--- config.mk ---
export PLATFORM = sky130hd
export DESIGN_NAME = bus_arbiter_flat
export DESIGN_NICKNAME = d
export VERILOG_FILES = /design/src/rtl/bus_arbiter_if.sv /design/src/rtl/bus_arbiter.sv /design/src/flat_wrapper.sv
export SDC_FILE = /design/constraint.sdc
export NUM_CORES = 1
export LEC_CHECK = 0
export ABC_AREA = 1
export ABC_CLOCK_PERIOD_IN_PS = 1830
export CAP_MARGIN = 15
export CORE_AREA = 2 2 122 124
export CTS_CLUSTER_SIZE = 40
export DETAILED_ROUTE_END_ITERATION = 7
export DIE_AREA = 0 0 124 126
export PLACE_DENSITY = 0.59
export SETUP_SLACK_MARGIN = 0.1
export SYNTH_ARGS = -nofsm -noshare
export SYNTH_HDL_FRONTEND = slang
export SYNTH_SLANG_ARGS = --single-unit
--- constraint.sdc ---
create_clock -name clk -period 1.83 [get_ports clk]
set_input_delay 0.366 -clock clk [delete_from_list [all_inputs] [get_ports clk]]
set_output_delay 0.366 -clock clk [all_outputs]
set_load 0.05 [all_outputs]
--- src/rtl/bus_arbiter_if.sv ---
// rtl/bus_arbiter_if.sv - one master's request/response port into bus_arbiter
//
// Purpose: bundles everything a single master exchanges with the arbiter.
// Ports (signals):
//   req     master -> arb  master requests a bus cycle
//   lock    master -> arb  master asks to keep ownership next cycle
//   addr    master -> arb  ADDR_W address
//   byteen  master -> arb  write byte enables (0 = read)
//   wdata   master -> arb  DATA_W write data
//   gnt     arb -> master  master owns the bus this cycle
//   ack     arb -> master  transfer completes this cycle
//   rdata   arb -> master  read data (0 when not granted)
// Modports: master (the requester side), slave (the arbiter side).

interface bus_arbiter_if #(
  parameter int ADDR_W = 32,
  parameter int DATA_W = 32
);
  logic              req;
  logic              lock;
  logic [ADDR_W-1:0] addr;
  logic [3:0]        byteen;
  logic [DATA_W-1:0] wdata;
  logic              gnt;
  logic              ack;
  logic [DATA_W-1:0] rdata;

  modport master (
    output req, lock, addr, byteen, wdata,
    input  gnt, ack, rdata
  );

  modport slave (
    input  req, lock, addr, byteen, wdata,
    output gnt, ack, rdata
  );
endinterface

--- src/rtl/bus_arbiter.sv ---
// rtl/bus_arbiter.sv - two-master bus arbiter with round robin and bounded lock
//
// Purpose: shares the single Bridge bus between M0 (CPU data port) and M1
// (DMA/debug). Ownership is registered; the bus is muxed combinationally from
// the current owner. Contention is resolved round robin, and a locking owner
// may hold the bus for at most MAX_HOLD consecutive cycles while the other
// master waits.
// Optional feature: define ARB_FIXED_PRIO_EN for fixed priority (M0 always
// wins contention, M1 lock ignored). Default build: round robin + bounded lock.
// Ports:
//   clk         in   1       rising-edge clock
//   reset       in   1       asynchronous, active-high
//   m0, m1      slave modports of bus_arbiter_if (req/lock/addr/byteen/wdata
//                            in; gnt/ack/rdata out)
//   bus_addr    out  ADDR_W  to Bridge
//   bus_byteen  out  4       to Bridge, gated by the owner's req
//   bus_wdata   out  DATA_W  to DM/TC
//   bus_rdata   in   DATA_W  from Bridge
//   owner       out  2       00 none, 01 M0, 10 M1

module bus_arbiter #(
  parameter int ADDR_W   = 32,
  parameter int DATA_W   = 32,
  parameter int MAX_HOLD = 4
) (
  input  logic              clk,
  input  logic              reset,
  bus_arbiter_if.slave      m0,
  bus_arbiter_if.slave      m1,
  output logic [ADDR_W-1:0] bus_addr,
  output logic [3:0]        bus_byteen,
  output logic [DATA_W-1:0] bus_wdata,
  input  logic [DATA_W-1:0] bus_rdata,
  output logic [1:0]        owner
);

  localparam int HOLD_W = $clog2(MAX_HOLD + 1);
  localparam logic [HOLD_W-1:0] HOLD_SAT  = HOLD_W'(MAX_HOLD);
  localparam logic [HOLD_W-1:0] HOLD_LIM  = HOLD_W'(MAX_HOLD - 1);

  typedef enum logic [1:0] {
    OWN_NONE = 2'b00,
    OWN_M0   = 2'b01,
    OWN_M1   = 2'b10
  } own_t;

  own_t              own_q, own_d;
  logic              last_q, last_d;   // 0 = M0 last owned, 1 = M1
  logic [HOLD_W-1:0] hold_q, hold_d;

  logic cur_lock;
  logic keep;
  own_t rr_pick;
  logic g0, g1;

  // State register. last resets to M1 so M0 wins the first tie.
  always_ff @(posedge clk or posedge reset) begin
    if (reset) begin
      own_q  <= OWN_NONE;
      last_q <= 1'b1;
      hold_q <= '0;
    end else begin
      own_q  <= own_d;
      last_q <= last_d;
      hold_q <= hold_d;
    end
  end

  // Next-owner selection. Depends only on requests, locks and state, never
  // on bus_rdata.
  always_comb begin
    own_d    = OWN_NONE;
    cur_lock = 1'b0;
    case (own_q)
      OWN_M0:  cur_lock = m0.lock;
      OWN_M1:  cur_lock = m1.lock;
      default: cur_lock = 1'b0;
    endcase
    // hold_q counts cycles already kept, so the owner's first cycle is 0 and
    // the last permitted keep happens at MAX_HOLD-2.
    keep    = cur_lock && (hold_q < HOLD_LIM);
    rr_pick = last_q ? OWN_M0 : OWN_M1;

    case ({m1.req, m0.req})
      2'b00: own_d = OWN_NONE;
      2'b01: own_d = OWN_M0;
      2'b10: own_d = OWN_M1;
      default: begin
`ifdef ARB_FIXED_PRIO_EN
        own_d = OWN_M0;
`else
        own_d = keep ? own_q : rr_pick;
`endif
      end
    endcase

    last_d = last_q;
    if (own_d == OWN_M0)
      last_d = 1'b0;
    else if (own_d == OWN_M1)
      last_d = 1'b1;

    if (own_d == OWN_NONE || own_d != own_q)
      hold_d = '0;
    else if (hold_q != HOLD_SAT)
      hold_d = hold_q + 1'b1;
    else
      hold_d = hold_q;
  end

  // Outputs: grant/ack per master and the owner-steered bus mux. A granted
  // master that drops req gets neither an ack nor a write strobe.
  always_comb begin
    g0         = (own_q == OWN_M0);
    g1         = (own_q == OWN_M1);
    m0.gnt     = g0;
    m1.gnt     = g1;
    m0.ack     = g0 & m0.req;
    m1.ack     = g1 & m1.req;
    m0.rdata   = g0 ? bus_rdata : '0;
    m1.rdata   = g1 ? bus_rdata : '0;
    owner      = own_q;
    bus_addr   = '0;
    bus_byteen = 4'h0;
    bus_wdata  = '0;
    case (own_q)
      OWN_M0: begin
        bus_addr   = m0.addr;
        bus_byteen = m0.req ? m0.byteen : 4'h0;
        bus_wdata  = m0.wdata;
      end
      OWN_M1: begin
        bus_addr   = m1.addr;
        bus_byteen = m1.req ? m1.byteen : 4'h0;
        bus_wdata  = m1.wdata;
      end
      default: ;
    endcase
  end

endmodule

--- src/flat_wrapper.sv ---
// flat-port wrapper written by rule: the top's interface ports become plain ports
module bus_arbiter_flat 
#(
  parameter int ADDR_W   = 32,
  parameter int DATA_W   = 32,
  parameter int MAX_HOLD = 4
)
  (clk, reset, bus_addr, bus_byteen, bus_wdata, bus_rdata, owner, m0_req, m0_lock, m0_addr, m0_byteen, m0_wdata, m0_gnt, m0_ack, m0_rdata, m1_req, m1_lock, m1_addr, m1_byteen, m1_wdata, m1_gnt, m1_ack, m1_rdata);
  bus_arbiter_if #(.ADDR_W(ADDR_W), .DATA_W(DATA_W)) m0_i ();
  bus_arbiter_if #(.ADDR_W(ADDR_W), .DATA_W(DATA_W)) m1_i ();
  input  logic clk;
  input  logic reset;
  output logic [ADDR_W-1:0] bus_addr;
  output logic [3:0] bus_byteen;
  output logic [DATA_W-1:0] bus_wdata;
  input  logic [DATA_W-1:0] bus_rdata;
  output logic [1:0] owner;
  input wire logic [$bits(m0_i.req)-1:0] m0_req;
  input wire logic [$bits(m0_i.lock)-1:0] m0_lock;
  input wire logic [$bits(m0_i.addr)-1:0] m0_addr;
  input wire logic [$bits(m0_i.byteen)-1:0] m0_byteen;
  input wire logic [$bits(m0_i.wdata)-1:0] m0_wdata;
  output wire logic [$bits(m0_i.gnt)-1:0] m0_gnt;
  output wire logic [$bits(m0_i.ack)-1:0] m0_ack;
  output wire logic [$bits(m0_i.rdata)-1:0] m0_rdata;
  input wire logic [$bits(m1_i.req)-1:0] m1_req;
  input wire logic [$bits(m1_i.lock)-1:0] m1_lock;
  input wire logic [$bits(m1_i.addr)-1:0] m1_addr;
  input wire logic [$bits(m1_i.byteen)-1:0] m1_byteen;
  input wire logic [$bits(m1_i.wdata)-1:0] m1_wdata;
  output wire logic [$bits(m1_i.gnt)-1:0] m1_gnt;
  output wire logic [$bits(m1_i.ack)-1:0] m1_ack;
  output wire logic [$bits(m1_i.rdata)-1:0] m1_rdata;
  assign m0_i.req = m0_req;
  assign m0_i.lock = m0_lock;
  assign m0_i.addr = m0_addr;
  assign m0_i.byteen = m0_byteen;
  assign m0_i.wdata = m0_wdata;
  assign m0_gnt = m0_i.gnt;
  assign m0_ack = m0_i.ack;
  assign m0_rdata = m0_i.rdata;
  assign m1_i.req = m1_req;
  assign m1_i.lock = m1_lock;
  assign m1_i.addr = m1_addr;
  assign m1_i.byteen = m1_byteen;
  assign m1_i.wdata = m1_wdata;
  assign m1_gnt = m1_i.gnt;
  assign m1_ack = m1_i.ack;
  assign m1_rdata = m1_i.rdata;
  bus_arbiter #(.ADDR_W(ADDR_W), .DATA_W(DATA_W), .MAX_HOLD(MAX_HOLD)) u_core (.clk(clk), .reset(reset), .m0(m0_i), .m1(m1_i), .bus_addr(bus_addr), .bus_byteen(bus_byteen), .bus_wdata(bus_wdata), .bus_rdata(bus_rdata), .owner(owner));
endmodule
# Yosys cells after proc, flatten, opt, wreduce, memory -nomap -nowiden

Index checks and enable logic that the tools add are counted.

Flip-flop bits (word level): 6
Logic and storage cells: 36
Memory bits (read-only): 0
Memories: 0
Bits in latches: 0
Output and inout bits: 138
Bits in writable memories: 0

Divide/modulo/power cells: 0
Reductions and logical operators: 6
Bitwise operators: 2
Add/sub/neg operators: 1
Equality and inequality tests: 8
Magnitude comparators: 1
Shift operators: 0
Mux-type cells: 15
$mul: 0

Operator list:

| kind                  | number |
|---|---|
| $pmux W32 S2          | 2 |
| $mux W32              | 2 |
| $mux W4               | 2 |
| $pmux W4 S2           | 1 |
| $eq A2 B1 Y1 const B  | 3 |
| $eq A2 B2 Y1 const B  | 3 |
| $mux W3               | 2 |
| $pmux W2 S3           | 1 |
| $logic_not A2 Y1      | 2 |
| $mux W2               | 2 |
| $reduce_bool A2 Y1    | 2 |
| $add A3 B1 Y3 const B | 1 |
| $lt A3 B2 Y1 const B  | 1 |
| $ne A3 B3 Y1 const B  | 1 |
| $and A1 B1 Y1         | 2 |
| $mux W1               | 2 |
| $ne A2 B2 Y1          | 1 |
| $pmux W1 S2           | 1 |
| $logic_and A1 B1 Y1   | 1 |
| $logic_or A1 B1 Y1    | 1 |

# Logic depth before layout (Yosys ltp)

Depth after elaboration: 8
Depth in mapped cells: 13

# Worst setup path before layout

Ideal clock, no wire load.

Path kind: register to output
Start: register u_core.own_q[0], in the netlist u_core.owner[0]
End: output bus_byteen[2]
Path buffers: 1
Stages on the path, launching flop included: 8
Slack: -1.320 ns
Data arrival time: 2.784 ns
Cells stage by stage: dfrtp_1 > inv_1 > ha_1 > buf_4 > nand2_1 > inv_1 > nand2_1 > a21oi_1

Cells in the longest elaborated chain, start to end: 2
Elaborated cells on any way between the ends: 3
Those cells by class: eq/ne: 2; mux: 1

Ends and longest elaborated chain:

| item                     | line               | text |
|---|---|---|
| start: declaration       | bus_arbiter.sv:47  | `own_t own_q, own_d;` |
| start signal: assignment | bus_arbiter.sv:63  | `own_q <= own_d;` |
| $eq A2 B2 Y1             | --                 |  |
| named net m1_gnt         | flat_wrapper.sv:31 | `output wire logic [$bits(m1_i.gnt)-1:0] m1_gnt;` |
| $pmux W4 S2              | bus_arbiter.sv:126 | `case (own_q)` |
| end: declaration         | flat_wrapper.sv:14 | `output logic [3:0] bus_byteen;` |

The timed path passes the listed nets, and every way through them passes these cells.

# Worst setup path after layout

Start: register u_core.own_q[1], in the netlist u_core.owner[1]
End: output m1_rdata[29]

Cells in the longest elaborated chain, start to end: 2

Ends and longest elaborated chain:

| item             | line               | text |
|---|---|---|
| $eq A2 B2 Y1     | bus_arbiter.sv:115 | `g1 = (own_q == OWN_M1);` |
| $mux W32         | bus_arbiter.sv:121 | `m1.rdata = g1 ? bus_rdata : '0;` |
| end: declaration | flat_wrapper.sv:33 | `output wire logic [$bits(m1_i.rdata)-1:0] m1_rdata;` |

Every way passes these cells.

==> flow_metrics.tcl <==
set metrics [dict create \
    drt_first_pass_iters 4 \
    synth_cell_types 20 \
    setup_viol 135 \
    die_w_um 124 \
    htreeDepth 1 \
    drc_errors 0 \
    critical_path.startpoint_type "flip-flop" \
    cts_num_sinks 6 \
    rsz0062_at_grt "true" \
    row_count 44 \
    initial_core_util_pct 13.3 \
    gp_congestion 0.819 \
    avgSynthCellArea_um2 4.52 \
    grt_pass1_wl_um 22500 \
    fin_ws_ps -245 \
    grt_pass1_vias 4381 \
    clockRootBuffer "clkbuf_16" \
    met1_usage_pct 18.9 \
    wl_per_cell_um 16.2 \
    period_share_pct 113 \
    wl_um 15600 \
    core_area_um2 14300 \
    synth-simple-area-share_pct 49.0 \
    final_cell_mix "clkdlybuf4s50_1, buf_12, nand2_4" \
    hp-class "input pin to async pin" \
    synth_ff_type "dfrtp_1" \
    cts_tree "yes" \
    synth_compound_area_share_pct 18.6 \
    drive_above_1_share_pct 65.8 \
    register_area_um2 154 \
    multi_input_area_um2 3020 \
    fin_nets 962 \
    grt_busiest_layer "met2" \
    use_met3_pct 5.07 \
    fp.dieArea_um2 15600 \
    boundaryPins 312 \
    max_slew.worst_pin.slew_ps 260 \
    portBuffers 311 \
    grt_max_degree 26 \
    ys_seq_area_share_pct 7.92 \
    viasPerCell 4.23 \
    cts-hold-fix-buffers 0 \
    grt-ovfl-total 0 \
    final_common_cell "clkdlybuf4s50_1" \
    synth-xor-area-share_pct 0.458 \
    maxSlewViolCount 0 \
    status "finished with violations" \
    syn2layout_area_growth_pct 408 \
    peakVddDrop_uv 574 \
    drt_iter0_markers 63 \
    synth_warnings 0 \
    power_leakage_nw 3.78 \
    dp_hpwl_um 11600 \
    drt.antenna.violating_nets 0 \
    path_clk_slew_ps 40 \
    nFillCells 1043 \
    finalHoldViolCount 0 \
    synth_fa_ha_area_share_pct 2.62 \
    p_total_mw 9.86 \
    vias 4089 \
    antenna_found_initial 0 \
    timing.setup.critical_path_class "flip-flop to output pin" \
    powerDensity_nw_per_um2 1020 \
    preCtsSetupSlack_ps -51.1 \
    grt_use_met2_pct 35.2 \
    diodes 0 \
    final_area_um2 9700 \
    end_kind "output pin" \
    crit_arrival_ps 1710 \
    path_max_fanout 6 \
    cp.required_ps 1460 \
    synthMuxAreaShare_pct 0 \
    netlist_area_um2 1910 \
    violations "setup timing" \
    ys_seq_elements 6 \
    tns_ps -22060 \
    synth_edf_count 0 \
    clk_latency_ps 230 \
    final_util_pct 67.8 \
    synthCells 423 \
    post_dp_cell_area_um2 8070 \
    cts_buffers 3 \
    fmax_ghz 0.482 \
    cts_buffer_depth 2 \
    syn-num-nets 601 \
    fin_worst_skew_ps 1.17 \
    slew_headroom_pct 82.7 \
    grtUsageTotal_pct 18.2 \
    synth_top_family_by_area "simple AND/OR/NAND/NOR gates" \
    synthArstFlopShare_pct 100 \
    maxCapViolCount 0 \
    period_needed_ps 2070 \
    fp.dieH_um 126 \
]
[cell families (layout without fill, tap and decap cells)]
| family | Yosys count | count (layout) |
|---|---|---|
| compound gates | 71 | 71 |
| simple gates | 236 | 236 |
| flops | 6 | 6 |
| xor+xnor | 1 | 1 |
| buf+inv | 105 | 465 |
| fa+ha+maj | 4 | 4 |
[through the flow]
step	instances	hold WS (ps)
2_1_floorplan	423	156
3_3_place_gp	911	548
3_5_place_dp	911	557
4_1_cts	951	372
5_1_grt	967	421
6_report	967	363
[metal layers]
layer / wire length (um) / share of wire [%]
met2: 8590 / 55
met1: 5290 / 34
met4: 335 / 2.1
met3: 1430 / 9.1
met5: 0 / 0
[where the power goes]
part | internal [mW] | leakage [nW] | switching (mW) | total, mW
Combinational | 4.40 | 3.66 | 4.89 | 9.29
Clock | 0.289 | 0.0382 | 0.0791 | 0.369
Sequential | 0.173 | 0.0740 | 0.0327 | 0.206
[final cells by class]
type | instances | share of cell area (%)
clock buffers | 4 | 0.812
repair buffers | 386 | 58.7
well taps | 184 | 2.37
flip-flops and latches | 6 | 1.59
multi-input cells | 312 | 31.1
inverters | 75 | 5.45
[critical path, stage by stage (launching register included)]
cell and delay (ps):
dfrtp_2 420, buf_6 120, ha_4 170, buf_12 150, buf_16 140, buf_12 140, nand2_4 70, clkinvlp_4 90
buf_12 150
[flip-flops by register name, summed over array words and instances, names as in the netlist]
register,flops
u_core.hold_q,3
u_core.last_q,1
u_core.owner,2
[cell usage after synthesis, types with 3 or more instances]
cell type	number	share of area [%]
clkbuf_1	14	2.8
buf_2	6	1.6
ha_1	4	2.6
inv_1	75	15
nand2_2	4	1.3
nand3_2	3	1.6
dfrtp_1	5	6.5
buf_1	8	1.6
a21oi_1	69	18
nand2_1	217	43
nand3_1	4	1.0
nor2_1	4	0.79
[path summary, 6_finish.rpt]
kind / from / endpoint / slack (ps) / depth (start not counted)
max: u_core.owner[1] / m1_rdata[29] / -240 / 8
min: reset / u_core.hold_q[2] / 360 / 2
max reg2reg: u_core.owner[1] / u_core.hold_q[0] / -110 / 15
min reg2reg: u_core.last_q / u_core.last_q / 610 / 4
max in group asynchronous: reset / u_core.last_q / 1200 / 2
min in group clk: u_core.last_q / u_core.last_q / 610 / 4
[repair_timing]
item	4_1_cts	5_1_grt
buffers inserted	28	11
cloned	8	7
resized for setup	112	91
pin swaps	32	64
setup endpoints to repair	139	142
(Power assumes the default switching activity.)
